$ cat config.mk
export PLATFORM = sky130hd
export DESIGN_NAME = dmem_arbiter_flat
export DESIGN_NICKNAME = d
export VERILOG_FILES = /design/src/rtl/dmem_arbiter_if.sv /design/src/rtl/dmem_arbiter.sv /design/src/flat_wrapper.sv
export SDC_FILE = /design/constraint.sdc
export NUM_CORES = 1
export LEC_CHECK = 0
export ABC_AREA = 1
export CAP_MARGIN = 20
export CELL_PAD_IN_SITES_DETAIL_PLACEMENT = 1
export CELL_PAD_IN_SITES_GLOBAL_PLACEMENT = 1
export CORE_AREA = 4 4 227 229
export DETAILED_ROUTE_END_ITERATION = 6
export DIE_AREA = 0 0 231 233
export PLACE_DENSITY_LB_ADDON = 0.1
export SLEW_MARGIN = 20
export SYNTH_ARGS = -nofsm -noshare
export SYNTH_HDL_FRONTEND = slang
export SYNTH_SLANG_ARGS = --single-unit
$ cat constraint.sdc
create_clock -name clk -period 1.7 [get_ports clk]
set_clock_uncertainty 0.2 [all_clocks]
set_input_delay 0.17 -clock clk [delete_from_list [all_inputs] [get_ports clk]]
set_output_delay 0.17 -clock clk [all_outputs]
set_load 0.005 [all_outputs]
$ cat src/rtl/dmem_arbiter_if.sv
// ---------------------------------------------------------------------------
// dmem_arbiter_if
// Bundle of every signal between the data-memory arbiter, its two requesters
// (core LSU on c_*, DMA/debug loader on d_*) and data_memory (mem_*).
//   c_req/c_we/c_addr/c_wdata    core request, held until c_ack
//   c_ack/c_rdata/c_err          core one-cycle completion
//   d_*                          same for the DMA/debug port
//   mem_read/mem_write/mem_address/mem_write_data  arbiter -> data_memory
//   mem_read_data                data_memory -> arbiter (combinational read)
//   busy                         arbiter sequencer not idle
// Modports: slave = arbiter side, master = requesters + memory side.
// ---------------------------------------------------------------------------
interface dmem_arbiter_if #(
    parameter int ADDR_W = 64,
    parameter int DATA_W = 64
);
    logic              c_req, c_we, c_ack, c_err;
    logic [ADDR_W-1:0] c_addr;
    logic [DATA_W-1:0] c_wdata, c_rdata;
    logic              d_req, d_we, d_ack, d_err;
    logic [ADDR_W-1:0] d_addr;
    logic [DATA_W-1:0] d_wdata, d_rdata;
    logic              mem_read, mem_write;
    logic [ADDR_W-1:0] mem_address;
    logic [DATA_W-1:0] mem_write_data, mem_read_data;
    logic              busy;

    modport slave (
        input  c_req, c_we, c_addr, c_wdata,
        input  d_req, d_we, d_addr, d_wdata,
        input  mem_read_data,
        output c_ack, c_rdata, c_err,
        output d_ack, d_rdata, d_err,
        output mem_read, mem_write, mem_address, mem_write_data,
        output busy
    );

    modport master (
        output c_req, c_we, c_addr, c_wdata,
        output d_req, d_we, d_addr, d_wdata,
        output mem_read_data,
        input  c_ack, c_rdata, c_err,
        input  d_ack, d_rdata, d_err,
        input  mem_read, mem_write, mem_address, mem_write_data,
        input  busy
    );
endinterface

$ cat src/rtl/dmem_arbiter.sv
// ---------------------------------------------------------------------------
// dmem_arbiter
// Shares the single-port data memory between the core load/store path (c_*)
// and a DMA/debug loader (d_*). Three-state sequencer: IDLE picks a winner and
// registers its request, ACCESS drives the memory for one cycle and captures
// read data, RESP pulses the winner's ack with rdata/err.
// Ports:
//   clk    rising-edge clock
//   rst_n  asynchronous active-low reset
//   bus    dmem_arbiter_if.slave (requests, acks, mem_* lines, busy)
// Configuration:
//   DMEM_ARB_FIXED_PRIO_EN  defined   -> core always wins ties (DMA may starve)
//                           undefined -> round robin on ties, core first
// All outputs are registered and return to 0 whenever they are not active.
// ---------------------------------------------------------------------------
module dmem_arbiter #(
    parameter int ADDR_W = 64,
    parameter int DATA_W = 64
) (
    input  logic           clk,
    input  logic           rst_n,
    dmem_arbiter_if.slave  bus
);
    typedef enum logic [1:0] {IDLE = 2'd0, ACCESS = 2'd1, RESP = 2'd2} state_t;

    localparam logic CORE = 1'b0;
    localparam logic DMA  = 1'b1;

    typedef struct packed {
        logic              id;
        logic              we;
        logic              mis;
        logic [ADDR_W-1:0] addr;
        logic [DATA_W-1:0] wdata;
    } req_t;

    state_t            state;
    req_t              cur;
    req_t              pick;
    logic              win;
    logic [DATA_W-1:0] rd;
`ifndef DMEM_ARB_FIXED_PRIO_EN
    logic              last_grant;
`endif

    // Winner selection and the request it would register this cycle.
    always_comb begin
        win = CORE;
        if (bus.c_req && bus.d_req) begin
`ifdef DMEM_ARB_FIXED_PRIO_EN
            win = CORE;
`else
            win = (last_grant == CORE) ? DMA : CORE;
`endif
        end else if (bus.d_req) begin
            win = DMA;
        end
        pick.id    = win;
        pick.we    = (win == DMA) ? bus.d_we    : bus.c_we;
        pick.addr  = (win == DMA) ? bus.d_addr  : bus.c_addr;
        pick.wdata = (win == DMA) ? bus.d_wdata : bus.c_wdata;
        pick.mis   = (win == DMA) ? (bus.d_addr[1:0] != 2'b00)
                                  : (bus.c_addr[1:0] != 2'b00);
    end

    // Only aligned reads return memory data; writes and misaligned accesses return 0.
    assign rd       = (!cur.we && !cur.mis) ? bus.mem_read_data : '0;
    assign bus.busy = (state != IDLE);

    always_ff @(posedge clk or negedge rst_n) begin
        if (!rst_n) begin
            state              <= IDLE;
            cur                <= '0;
`ifndef DMEM_ARB_FIXED_PRIO_EN
            last_grant         <= DMA;   // first tie after reset goes to the core
`endif
            bus.c_ack          <= 1'b0;
            bus.c_rdata        <= '0;
            bus.c_err          <= 1'b0;
            bus.d_ack          <= 1'b0;
            bus.d_rdata        <= '0;
            bus.d_err          <= 1'b0;
            bus.mem_read       <= 1'b0;
            bus.mem_write      <= 1'b0;
            bus.mem_address    <= '0;
            bus.mem_write_data <= '0;
        end else begin
            // Everything defaults to 0; each state raises only what it owns.
            bus.c_ack          <= 1'b0;
            bus.c_rdata        <= '0;
            bus.c_err          <= 1'b0;
            bus.d_ack          <= 1'b0;
            bus.d_rdata        <= '0;
            bus.d_err          <= 1'b0;
            bus.mem_read       <= 1'b0;
            bus.mem_write      <= 1'b0;
            bus.mem_address    <= '0;
            bus.mem_write_data <= '0;
            case (state)
                IDLE: begin
                    if (bus.c_req || bus.d_req) begin
                        cur                <= pick;
                        // Misaligned accesses walk through ACCESS with strobes low.
                        bus.mem_read       <= !pick.we && !pick.mis;
                        bus.mem_write      <=  pick.we && !pick.mis;
                        bus.mem_address    <= pick.addr;
                        bus.mem_write_data <= pick.wdata;
                        state              <= ACCESS;
                    end
                end
                ACCESS: begin
                    state <= RESP;
                    if (cur.id == DMA) begin
                        bus.d_ack   <= 1'b1;
                        bus.d_err   <= cur.mis;
                        bus.d_rdata <= rd;
                    end else begin
                        bus.c_ack   <= 1'b1;
                        bus.c_err   <= cur.mis;
                        bus.c_rdata <= rd;
                    end
                end
                RESP: begin
                    state      <= IDLE;
`ifndef DMEM_ARB_FIXED_PRIO_EN
                    last_grant <= cur.id;
`endif
                end
                default: state <= IDLE;
            endcase
        end
    end
endmodule

$ cat src/flat_wrapper.sv
// flat-port wrapper written by rule: the top's interface ports become plain ports
module dmem_arbiter_flat 
#(
    parameter int ADDR_W = 64,
    parameter int DATA_W = 64
)
  (clk, rst_n, bus_c_req, bus_c_we, bus_c_addr, bus_c_wdata, bus_d_req, bus_d_we, bus_d_addr, bus_d_wdata, bus_mem_read_data, bus_c_ack, bus_c_rdata, bus_c_err, bus_d_ack, bus_d_rdata, bus_d_err, bus_mem_read, bus_mem_write, bus_mem_address, bus_mem_write_data, bus_busy);
  dmem_arbiter_if #(.ADDR_W(ADDR_W), .DATA_W(DATA_W)) bus_i ();
  input  logic clk;
  input  logic rst_n;
  input wire logic [$bits(bus_i.c_req)-1:0] bus_c_req;
  input wire logic [$bits(bus_i.c_we)-1:0] bus_c_we;
  input wire logic [$bits(bus_i.c_addr)-1:0] bus_c_addr;
  input wire logic [$bits(bus_i.c_wdata)-1:0] bus_c_wdata;
  input wire logic [$bits(bus_i.d_req)-1:0] bus_d_req;
  input wire logic [$bits(bus_i.d_we)-1:0] bus_d_we;
  input wire logic [$bits(bus_i.d_addr)-1:0] bus_d_addr;
  input wire logic [$bits(bus_i.d_wdata)-1:0] bus_d_wdata;
  input wire logic [$bits(bus_i.mem_read_data)-1:0] bus_mem_read_data;
  output wire logic [$bits(bus_i.c_ack)-1:0] bus_c_ack;
  output wire logic [$bits(bus_i.c_rdata)-1:0] bus_c_rdata;
  output wire logic [$bits(bus_i.c_err)-1:0] bus_c_err;
  output wire logic [$bits(bus_i.d_ack)-1:0] bus_d_ack;
  output wire logic [$bits(bus_i.d_rdata)-1:0] bus_d_rdata;
  output wire logic [$bits(bus_i.d_err)-1:0] bus_d_err;
  output wire logic [$bits(bus_i.mem_read)-1:0] bus_mem_read;
  output wire logic [$bits(bus_i.mem_write)-1:0] bus_mem_write;
  output wire logic [$bits(bus_i.mem_address)-1:0] bus_mem_address;
  output wire logic [$bits(bus_i.mem_write_data)-1:0] bus_mem_write_data;
  output wire logic [$bits(bus_i.busy)-1:0] bus_busy;
  assign bus_i.c_req = bus_c_req;
  assign bus_i.c_we = bus_c_we;
  assign bus_i.c_addr = bus_c_addr;
  assign bus_i.c_wdata = bus_c_wdata;
  assign bus_i.d_req = bus_d_req;
  assign bus_i.d_we = bus_d_we;
  assign bus_i.d_addr = bus_d_addr;
  assign bus_i.d_wdata = bus_d_wdata;
  assign bus_i.mem_read_data = bus_mem_read_data;
  assign bus_c_ack = bus_i.c_ack;
  assign bus_c_rdata = bus_i.c_rdata;
  assign bus_c_err = bus_i.c_err;
  assign bus_d_ack = bus_i.d_ack;
  assign bus_d_rdata = bus_i.d_rdata;
  assign bus_d_err = bus_i.d_err;
  assign bus_mem_read = bus_i.mem_read;
  assign bus_mem_write = bus_i.mem_write;
  assign bus_mem_address = bus_i.mem_address;
  assign bus_mem_write_data = bus_i.mem_write_data;
  assign bus_busy = bus_i.busy;
  dmem_arbiter #(.ADDR_W(ADDR_W), .DATA_W(DATA_W)) u_core (.clk(clk), .rst_n(rst_n), .bus(bus_i));
endmodule
Yosys cells after proc, flatten, opt, wreduce, memory -nomap -nowiden
Index checks and enable logic that the tools add are counted.
{"block": "word_totals", "reg_bits": 268, "input_bits": 326, "output_inout_bits": 263, "word_cells": 62}
{"block": "classes", "n_eq_ne": 3, "muxes": 30, "n_reduce_logical": 14}
{"operator": "2-to-1 mux 64 bit", "count": 11}
{"operator": "2-to-1 mux 1 bit", "count": 17}
{"operator": "nonzero test 2 bit", "count": 3}
{"operator": "logical AND 1 bit", "count": 4}
{"operator": "logical NOT 1 bit", "count": 4}
{"operator": "one-hot mux 2 bit (2 select lines)", "count": 1}
{"operator": "== test 2 x 1 -> 1 bit, second input constant", "count": 1}
{"operator": "== test 2 bit, second input constant", "count": 1}
{"operator": "logical NOT 2 bit", "count": 1}
{"operator": "2-to-1 mux 2 bit", "count": 1}
{"operator": "inequality test 2 x 1 -> 1 bit, second input constant", "count": 1}
{"operator": "AND reduction 2 bit", "count": 1}
{"operator": "logical OR 1 bit", "count": 1}

Longest topological paths before layout
Gate-level depths: netlist of the first run.
{"block": "depth", "depth_word": 7, "mapped_depth": 7, "mapped_depth_nobuf": 6}

Least setup slack after synthesis of the first run
Ideal clock, no wire load.
{"block": "synth_timing", "path_kind": "register to register", "from": "register u_core.last_grant", "to": "register u_core.bus.mem_write_data[54]", "setup_time_ps": 117, "arrival_time_ps": 1211, "required_ps": 1383, "setup_slack_ps": 172, "stages_incl_launch_ff": 8, "path_buffers": 2, "period_less_slack_ps": 1528, "path_cell_list": "dfstp_2 -> nand2_1 -> nand2_2 -> inv_2 -> buf_4 -> buf_2 -> nor2_1 -> nor2_1"}
{"block": "synth_between", "elab_chain_len": 5}
{"element": "start, declared", "line_no": "dmem_arbiter.sv:43", "text": "logic last_grant;"}
{"element": "start signal, assigned", "line_no": "dmem_arbiter.sv:126", "text": "last_grant <= cur.id;"}
{"element": "2-to-1 mux 1 bit", "line_no": "dmem_arbiter.sv:53", "text": "win = (last_grant == CORE) ? DMA : CORE;"}
{"element": "2-to-1 mux 1 bit", "line_no": "dmem_arbiter.sv:49", "text": "if (bus.c_req && bus.d_req) begin"}
{"element": "2-to-1 mux 64 bit", "line_no": "dmem_arbiter.sv:61", "text": "pick.wdata = (win == DMA) ? bus.d_wdata : bus.c_wdata;"}
{"element": "2-to-1 mux 64 bit", "line_no": "dmem_arbiter.sv:101", "text": "if (bus.c_req || bus.d_req) begin"}
{"element": "2-to-1 mux 64 bit", "line_no": "dmem_arbiter.sv:99", "text": "case (state)"}
{"element": "end signal, assigned", "line_no": "dmem_arbiter.sv:107", "text": "bus.mem_write_data <= pick.wdata;"}
{"element": "end, declared", "line_no": "dmem_arbiter_if.sv:34", "text": "output mem_read, mem_write, mem_address, mem_write_data,"}
Every way passes these cells.
A chain may end at the register's enable or synchronous reset.

Final worst setup path of the first run
Same ends and word-level chain as after synthesis.

==> results.ini, run 1 <==
[critical_path]
crit_required_ps=1910
crit_family=flip-flops
start_kind=register
crit_chain=nand2_2 > nand2_4 > inv_6 > buf_12 > buf_4 > nor2_1 > nor2_1
startpoint=u_core.last_grant
worstSetupEndpointType=register
r2r_start=u_core.last_grant
crit_path_max_fanout=13
critPathMostFrequentCell=nor2_1
worst-setup-path-type=register to register
rrSetupSlack_ps=70
max_stage_delay_ps=550
path_buf_inv=3
worst_ep_arrival_time_ps=1840
slowest_stage=dfstp_2

[cells_and_area]
nets=2046
multiInputGateArea_um2=2510
ff_latch_area_um2=6710
fill_cells=5619
drive_gt1_share_pct=8.19
areaGrowthSynthToFinish_pct=102

[floorplanning]
rows=82
start_util_pct=19.2
die_y_um=233
core-area_um2=49700
dieArea_um2=53800
io_pins=589
chipWidth_um=231

[synthesis]
yosysSeqAreaShare_pct=70.5
synth_nets=1277
yosysMostFrequentCell=nor2_1
synth_edf_count=0
netlist_area_um2=9520
synthSimpleGateAreaFrac_pct=19.0
synthCells=951
synth_adder_area_share_pct=0
muxShareOfSynthArea_pct=0
ys_seq_elements=268
synthXorXnorAreaFrac_pct=0
yosys_warnings=0
netlist.area_leader.share_pct=70.2
synthTopCellsByArea=dfrtp_1 (70%), nor2_1 (15%), o21ai_1 (3.5%), o21ai_0 (3.3%), nand2_1 (3.2%)
synth_common_cells=nor2_1 (388), dfrtp_1 (267), nand2_1 (81), o21ai_1 (67), o21ai_0 (62)
async_flop_share_pct=100
synth.largest_area_cell=dfrtp_1
synth_top_family_by_area=simple AND/OR/NAND/NOR gates
ys_types=19
syn_area_per_cell_um2=10.0
synth_compound_area_share_pct=6.90
synth_ff_type=dfrtp_1

[grt]
gr-total-overflow=0
grt_use_total_pct=17.0
grt_pass1_vias=10816
grt_pass1_wl_um=69300
antenna_found_initial=8
grt_max_degree=45

[timing]
maxSlewHeadroom_pct=69.5
finalHoldViolCount=0
finalMaxSlewViolations=0
final-setup-viol-count=0
min_period_ps=1630
fmax_mhz=615
worst_pin_slew_ps=458
period_share_pct=95.6
whs_ps=39.2
rsz0062_at_grt=true

[pwr]
power.share.combinational_pct=35.1
p_clk_share_pct=31.4
p_leak_nw=9.61
internal_power_w=0.0167
power_density_nw_per_um2=1280
vdd_ir_drop_max_mv=0.592
power_w=0.0246
p_switching_w=0.00787
swShare_pct=32.0
pwr-share-seq_pct=33.5

[clock_tree]
htree_levels=2
clock-sinks=268
cts_root_buf=clkbuf_16
clockBufferDepth=3
clk_latency_ps=530
clk_pin_slew_ps=60
cts-buffers-inserted=36
cts_tree=built

[detailed_routing]
drt-initial-drc-count=227
drc=0
firstDrtPassIters=4
drt-total-wl_um=47600
postRouteAntennaNets=0
routed_via_density=3.97
wl_per_cell_um=19.6
vias=9616

[hold_path]
min-delay-path-class=primary input to register
worstHoldStart=bus_d_wdata[41]

[place]
gp_congestion=0.786
io_buffers=588
hpwl_um=35600

[outcome]
status=finished, final reports clean

[flow_run]
drv_cap=0

-- sequential cells by signal, summed over array words and instances (netlist names) --
register and flops:
u_core.bus.c_ack 1, u_core.bus.c_err 1, u_core.bus.c_rdata 64, u_core.bus.d_ack 1, u_core.bus.d_err 1, u_core.bus.d_rdata 64
u_core.bus.mem_address 64, u_core.bus.mem_read 1, u_core.bus.mem_write 1, u_core.bus.mem_write_data 64, u_core.cur 3, u_core.last_grant 1
u_core.state 2
-- repair_timing --
item	in CTS	in global routing
hold buffers	141	0
gates resized for setup	265	15
pin swaps	1	2
buffers inserted	0	2
endpoints found under the hold margin	450	0
cloned	0	6
setup endpoints to repair	264	172
-- cell usage in the layout (no fill, tap or decap), types with 22 or more instances in the layout --
| cell type | instances |
|---|---|
| buf_4 | 32 |
| dlygate4sd3_1 | 141 |
| clkdlybuf4s50_1 | 324 |
| nor2_1 | 382 |
| buf_12 | 22 |
| clkbuf_16 | 43 |
| dlygate4sd2_1 | 262 |
| o21ai_0 | 61 |
| dfrtp_1 | 266 |
| o21ai_1 | 68 |
| nand2_1 | 77 |
-- stage by stage --
step | instance area [µm²] | utilization (%) | setup TNS, ps | setup WS, ps | std cells
after CTS | 19000 | 38.3 | 0 | 7.59 | 2411
after global routing | 19200 | 38.7 | -17.8 | -7.51 | 2424
after detailed placement | 16700 | 33.6 | -12130 | -193 | 2205
after floorplan | 9520 | - | 0 | 172 | 951
after global placement | 16700 | 33.6 | -9640 | -176 | 2205
final | 19200 | 38.7 | 0 | 74.1 | 2425
-- worst reg2reg max path: cells and delay by family (launching register included) --
kind,cells,cell delay [ps]
flip-flops,1,550
buffers and inverters,3,390
AND/OR/NAND/NOR,4,370
-- layer usage --
metal,global-route usage (%),vias up,wire length (µm)
li1,-,4521,-
met5,0,-,40
met3,7.31,74,4520
met1,19.1,4637,18000
met4,5.49,6,1410
met2,29.2,378,23600
-- cell type report --
class | count | area share (%)
diodes | 6 | 0.0780
repair buffers | 792 | 40.9
clock buffers | 54 | 5.77
clock inverters | 11 | 0.631
well taps | 672 | 4.37
flip-flops and latches | 268 | 34.9
multi-input cells | 608 | 13.1
inverters | 14 | 0.299
-- logic make-up after synthesis --
logic type	count (synthesis)
buffers and inverters	75
and+or+nand+nor	477
AOI/OAI and AO/OA	131
DFF	268
-- power groups by stage --
| stage | logic [W] | registers [W] | clock network [W] |
|---|---|---|---|
| 2_1_floorplan | 0.00275 | 0.00857 | 0 |
| 3_3_place_gp | 0.00915 | 0.00839 | 0 |
| 3_5_place_dp | 0.00919 | 0.00843 | 0 |
| 4_1_cts | 0.00852 | 0.00828 | 0.00805 |
| 5_1_grt | 0.00958 | 0.00842 | 0.00829 |
| 6_report | 0.00863 | 0.00825 | 0.00773 |
-- worst paths after layout --
kind	depth (start not counted)	end
worst max-delay path	7	u_core.bus.mem_write_data[54]
worst min-delay path	3	u_core.bus.mem_write_data[41]
worst max register to register	7	u_core.bus.mem_write_data[54]
worst min register to register	1	u_core.last_grant
max in group asynchronous	4	u_core.bus.mem_address[10]
min in group asynchronous	3	u_core.bus.mem_address[63]
(Power assumes the default switching activity.)
==> run 2: changes to the inputs <==
--- a/config.mk
+++ b/config.mk
@@ -13,6 +13,7 @@
 export DETAILED_ROUTE_END_ITERATION = 6
 export DIE_AREA = 0 0 231 233
 export PLACE_DENSITY_LB_ADDON = 0.1
+export REMOVE_ABC_BUFFERS = 1
 export SLEW_MARGIN = 20
 export SYNTH_ARGS = -nofsm -noshare
 export SYNTH_HDL_FRONTEND = slang
==> results.ini, run 2 (synthesis results as in run 1) <==
[hold_path]
hold_depth=3  ; unchanged
min-delay-path-class=primary input to register

[pwr]
power_density_nw_per_um2=1270  ; -0.95%
p_clk_share_pct=30.7  ; -0.7 points
vdd_ir_drop_max_mv=0.623  ; +5.3%
power.share.combinational_pct=34.9  ; -0.2 points
pwr-share-seq_pct=34.4  ; +0.9 points
swShare_pct=32.3  ; +0.37 points
p_switching_w=0.00778  ; -1.2%
internal_power_w=0.0163  ; -2.8%
p_leak_nw=9.49  ; -1.3%
power_w=0.0241  ; -2.3%

[grt]
antenna_found_initial=11  ; +3
grt_max_degree=60  ; +33%
grt_pass1_vias=10886  ; +0.65%
grt_pass1_wl_um=71700  ; +3.4%
gr-total-overflow=0  ; unchanged
grt_use_total_pct=17.7  ; +0.63 points

[floorplanning]
dieArea_um2=53800  ; unchanged
rows=82  ; unchanged
core-area_um2=49700  ; unchanged
chipWidth_um=231  ; unchanged
io_pins=589  ; unchanged
die_y_um=233  ; unchanged
start_util_pct=19.2  ; unchanged

[place]
io_buffers=588  ; unchanged
gp_congestion=0.835  ; +6.2%
hpwl_um=36900  ; +3.4%
place_ws_ps=-161  ; +32.3 ps

[detailed_routing]
wl_met1_um=18600  ; +3.7%
route.met2.wl_um=23900  ; +1.2%
drt-initial-drc-count=296  ; +30%
top_layer=met5
wl_met3_um=5000  ; +11%
drt-total-wl_um=48700  ; +2.3%
firstDrtPassIters=6  ; +2
routed_via_density=3.96  ; about the same
vias=9544  ; -0.75%
postRouteAntennaNets=0  ; unchanged
wl_per_cell_um=20.2  ; +2.9%
drc=0  ; unchanged

[timing]
finalMaxSlewViolations=0  ; unchanged
worst_pin_slew_ps=386  ; -71.9 ps
min_period_ps=1610  ; -14.9 ps
finalHoldViolCount=0  ; unchanged
final-setup-viol-count=0  ; unchanged
maxSlewHeadroom_pct=74.2  ; +4.7 points
rsz0062_at_grt=true
fmax_mhz=621  ; +0.92%
tns_ps=0  ; unchanged
setup_ws_ps=89.0  ; +14.9 ps
period_share_pct=94.8  ; -0.87 points

[cells_and_area]
final_core_util_pct=38.2  ; -0.52 points
fill_cells=5673  ; +0.96%
nets=2035  ; -0.54%
mostFrequentLayoutCells=nor2_1 (385), clkdlybuf4s50_1 (324), dfrtp_1 (267)
multiInputGateArea_um2=2490  ; -0.70%
mostFrequentLayoutCell=nor2_1
areaGrowthSynthToFinish_pct=99.4
ff_latch_area_um2=6710  ; about the same
drive_gt1_share_pct=7.04  ; -1.1 points

[clock_tree]
clockBufferDepth=3  ; unchanged
clk_pin_slew_ps=60  ; about the same
htree_levels=2  ; unchanged
cts_root_buf=clkbuf_16
cts_tree=built
cts-buffers-inserted=35  ; -2.8%
clk_latency_ps=530  ; about the same
clock-sinks=268  ; unchanged

[flow_run]
drv_cap=0  ; unchanged

[critical_path]
crit_path_max_fanout=35  ; +22
worst_ep_arrival_time_ps=1830  ; about the same
r2r_cells=6  ; -1
worst-setup-path-type=register to register
start_kind=register
max_stage_delay_ps=540  ; about the same
crit_required_ps=1920  ; about the same
worstSetupEndpointType=register
critPathMostFrequentCell=nor2_1
crit_chain=nand2_2 > nand2_4 > inv_4 > buf_12 > nor2_1 > nor2_1
slowest_stage=dfstp_2

[outcome]
status=finished, final reports clean

[run 2: cell types whose count changed in the layout (fill, tap and decap cells not counted), sizes merged]
cell,change
clkbuf,-4
clkdlybuf4s15,+1
diode,-1
dlygate4sd2,-1
buf,-3
clkinvlp,-2
inv,-3
dlygate4sd3,-4
clkinv,+1
[run 2: power groups by stage]
stage / Clock [W] / Combinational (W) / Sequential (W)
6_report: 0.00738 / 0.00840 / 0.00828
5_1_grt: 0.00799 / 0.00935 / 0.00844
4_1_cts: 0.00774 / 0.00854 / 0.00830
3_5_place_dp: 0 / 0.00925 / 0.00845
3_3_place_gp: 0 / 0.00922 / 0.00842
2_1_floorplan: 0 / 0.00249 / 0.00857
[run 2: what timing repair did]
item                       CTS  global route
setup buffers                0             1
hold endpoints to repair   431             0
gates resized for setup    266            17
hold buffers               137             0
setup endpoints to repair  263            23
cloned                       0             3
pin swaps                    0             4
[run 2: critical path: cells and delay by family, from the launching register on]
family	cells	cell delay (ps)
buffers and inverters	2	300
and+or+nand+nor	4	420
DFF	1	540
[run 2: cell type report]
cell class | count | share of cell area [%]
Antenna cell | 5 | 0.0659
Clock buffer | 53 | 5.51
Clock inverter | 7 | 0.468
Inverter | 14 | 0.290
Multi-Input combinational cell | 608 | 13.1
Sequential cell | 268 | 35.3
Tap cell | 672 | 4.43
Timing Repair Buffer | 782 | 40.7
[run 2: stage by stage]
| step | hold slack, ps | area [µm²] | instances |
|---|---|---|---|
| after CTS | 0.0139 | 18800 | 2400 |
| final | 21.2 | 19000 | 2409 |
| after detailed placement | -180 | 16600 | 2203 |
| after global routing | 15.0 | 19000 | 2407 |
| after floorplan | -326 | 9230 | 890 |
| after global placement | -180 | 16600 | 2203 |
[run 2: routing by layer]
| metal | vias up | global-route usage [%] |
|---|---|---|
| met2 | 377 | 30.2 |
| met5 | - | 0 |
| met3 | 70 | 8.28 |
| li1 | 4494 | - |
| met1 | 4591 | 20.0 |
| met4 | 12 | 4.44 |
[run 2: worst paths after layout]
| kind | start | to | slack, ps |
|---|---|---|---|
| min reg2reg | u_core.state[1] | u_core.last_grant | 310 |
| max | u_core.last_grant | u_core.bus.mem_address[47] | 90 |
| min in group asynchronous | rst_n | u_core.bus.mem_write_data[37] | 50 |
| min | bus_mem_read_data[62] | u_core.bus.d_rdata[62] | 20 |
| max in group asynchronous | rst_n | u_core.bus.d_ack | 430 |
| max reg2reg | u_core.last_grant | u_core.bus.mem_address[47] | 90 |
==> run 3: changes to the inputs <==
--- a/config.mk
+++ b/config.mk
@@ -7,14 +7,13 @@
 export LEC_CHECK = 0
 export ABC_AREA = 1
 export CAP_MARGIN = 20
-export CELL_PAD_IN_SITES_DETAIL_PLACEMENT = 1
-export CELL_PAD_IN_SITES_GLOBAL_PLACEMENT = 1
-export CORE_AREA = 4 4 227 229
+export CELL_PAD_IN_SITES_DETAIL_PLACEMENT = 0
+export CELL_PAD_IN_SITES_GLOBAL_PLACEMENT = 2
+export CORE_AREA = 4 4 230 232
 export DETAILED_ROUTE_END_ITERATION = 6
-export DIE_AREA = 0 0 231 233
+export DIE_AREA = 0 0 234 236
 export PLACE_DENSITY_LB_ADDON = 0.1
 export REMOVE_ABC_BUFFERS = 1
-export SLEW_MARGIN = 20
 export SYNTH_ARGS = -nofsm -noshare
 export SYNTH_HDL_FRONTEND = slang
 export SYNTH_SLANG_ARGS = --single-unit
==> results.ini, run 3 (synthesis results as in run 1) <==
[pwr]
vdd_ir_drop_max_mv=0.550  ; -12%
power_density_nw_per_um2=1230  ; -2.8%
p_leak_nw=9.80  ; +3.3%

[detailed_routing]
top_layer=met5
route.met2.wl_um=23600  ; -1.4%
firstDrtPassIters=4  ; -2
wl_per_cell_um=19.5  ; -3.7%
postRouteAntennaNets=0  ; unchanged
wl_met1_um=18500  ; -0.90%
drt-initial-drc-count=346  ; +17%
routed_via_density=3.87  ; -2.4%
drc=0  ; unchanged
wl_met3_um=5170  ; +3.4%
drt-total-wl_um=48500  ; -0.36%
vias=9638  ; +0.98%

[timing]
whs_ps=24.7  ; +3.51 ps
maxSlewHeadroom_pct=79.6  ; +5.4 points
worst_pin_slew_ps=307  ; -78.8 ps
tns_ps=0  ; unchanged
final-setup-viol-count=0  ; unchanged
min_period_ps=1620  ; +10.3 ps
rsz0062_at_grt=true
setup_ws_ps=78.7  ; -10.3 ps
period_share_pct=95.4  ; +0.61 points
finalHoldViolCount=0  ; unchanged
fmax_mhz=617  ; -0.64%
finalMaxSlewViolations=0  ; unchanged

[critical_path]
worst-setup-path-type=register to output port
crit_chain=dlygate4sd2_1
crit_family=buffers and inverters
worstSetupEndpointType=output port
crit_path_max_fanout=1  ; -97%
max_stage_delay_ps=390  ; -150 ps
worst_ep_arrival_time_ps=1250  ; -580 ps
slowest_stage=dlygate4sd2_1
path_buf_inv=1  ; -1
start_kind=register
crit_required_ps=1330  ; -590 ps

[clock_tree]
clk_latency_ps=540  ; about the same
cts-buffers-inserted=36  ; +2.9%
cts_tree=built
cts_root_buf=clkbuf_16
htree_levels=2  ; unchanged
clockBufferDepth=3  ; unchanged
clock-sinks=268  ; unchanged
clk_pin_slew_ps=60  ; about the same

[grt]
grt_pass1_wl_um=69800  ; -2.7%
antenna_found_initial=14  ; +3
gr-total-overflow=0  ; unchanged
grt_use_total_pct=16.9  ; -0.73 points
grt_max_degree=46  ; -23%
grt_pass1_vias=10640  ; -2.3%

[place]
hpwl_um=36600  ; -0.73%
place_ws_ps=-190  ; -29.4 ps
place_area_um2=16700  ; +0.50%
gp_congestion=0.793  ; -5.0%
io_buffers=588  ; unchanged

[cells_and_area]
fill_cells=5201  ; -8.3%
areaGrowthSynthToFinish_pct=107
nets=2107  ; +3.5%
drive_gt1_share_pct=7.03  ; -0.012 points
mostFrequentLayoutCells=nor2_1 (387), clkdlybuf4s50_1 (324), dfrtp_1 (267)
mostFrequentLayoutCell=nor2_1
finalInstanceArea_um2=19700  ; +4.0%
final_core_util_pct=38.7  ; +0.48 points

[floorplanning]
die_y_um=236  ; +1.3%
io_pins=589  ; unchanged
core-area_um2=51000  ; +2.7%
chipWidth_um=234  ; +1.3%
dieArea_um2=55200  ; +2.6%
start_util_pct=18.7  ; -0.50 points
rows=83  ; +1.2%

[flow_run]
drv_cap=0  ; unchanged

[hold_path]
min-delay-path-class=primary input to register

[outcome]
status=finished, final reports clean

==> run 3: cell count changes in the layout (fill, tap and decap cells not counted), sizes merged, moves of 2 or more <==
cell and change:
buf +4, clkinv +2, dlygate4sd3 +68, clkinvlp +2
==> run 3: stage by stage <==
| step | cells | power (W) |
|---|---|---|
| finish | 2492 | 0.0243 |
| detailed placement | 2214 | 0.0178 |
| CTS | 2483 | 0.0249 |
| global route | 2491 | 0.0260 |
| floorplan | 890 | 0.0111 |
| global placement | 2214 | 0.0178 |
==> run 3: cell type report <==
class | count | area [µm²] | area share [%]
clock inverters | 10 | 114 | 0.577
flip-flops and latches | 268 | 6710 | 34.0
diodes | 6 | 15.0 | 0.0761
multi-input cells | 608 | 2490 | 12.6
inverters | 14 | 55.1 | 0.279
repair buffers | 853 | 8450 | 42.8
clock buffers | 53 | 1050 | 5.35
well taps | 680 | 851 | 4.31
==> run 3: metal layers <==
metal / track usage, % / vias up
li1: - / 4638
met1: 18.9 / 4531
met2: 28.9 / 379
met3: 8.01 / 72
met4: 4.50 / 18
met5: 0 / -
==> run 3: path summary, 6_finish.rpt <==
kind	startpoint	endpoint	slack [ps]	cells past startpoint
max	u_core.bus.mem_address[57]	bus_mem_address[57]	80	1
min	bus_c_wdata[54]	u_core.bus.mem_write_data[54]	20	3
max reg2reg	u_core.last_grant	u_core.bus.mem_address[27]	100	6
min reg2reg	u_core.state[1]	u_core.last_grant	290	1
max in group asynchronous	rst_n	u_core.last_grant	870	3
min in group asynchronous	rst_n	u_core.bus.d_rdata[1]	80	3
==> run 3: timing repair <==
action	CTS	global route
endpoints found under the setup margin	263	13
pin swaps	0	1
hold buffers	206	0
endpoints found under the hold margin	497	0
setup buffers	0	1
gates resized for setup	266	5
gates cloned	0	2
==> run 3: power breakdown <==
part / switching [W] / internal [W] / leakage [nW]
sequential: 0.000399 / 0.00784 / 3.61
clock: 0.00300 / 0.00447 / 0.569
combinational: 0.00450 / 0.00410 / 5.62
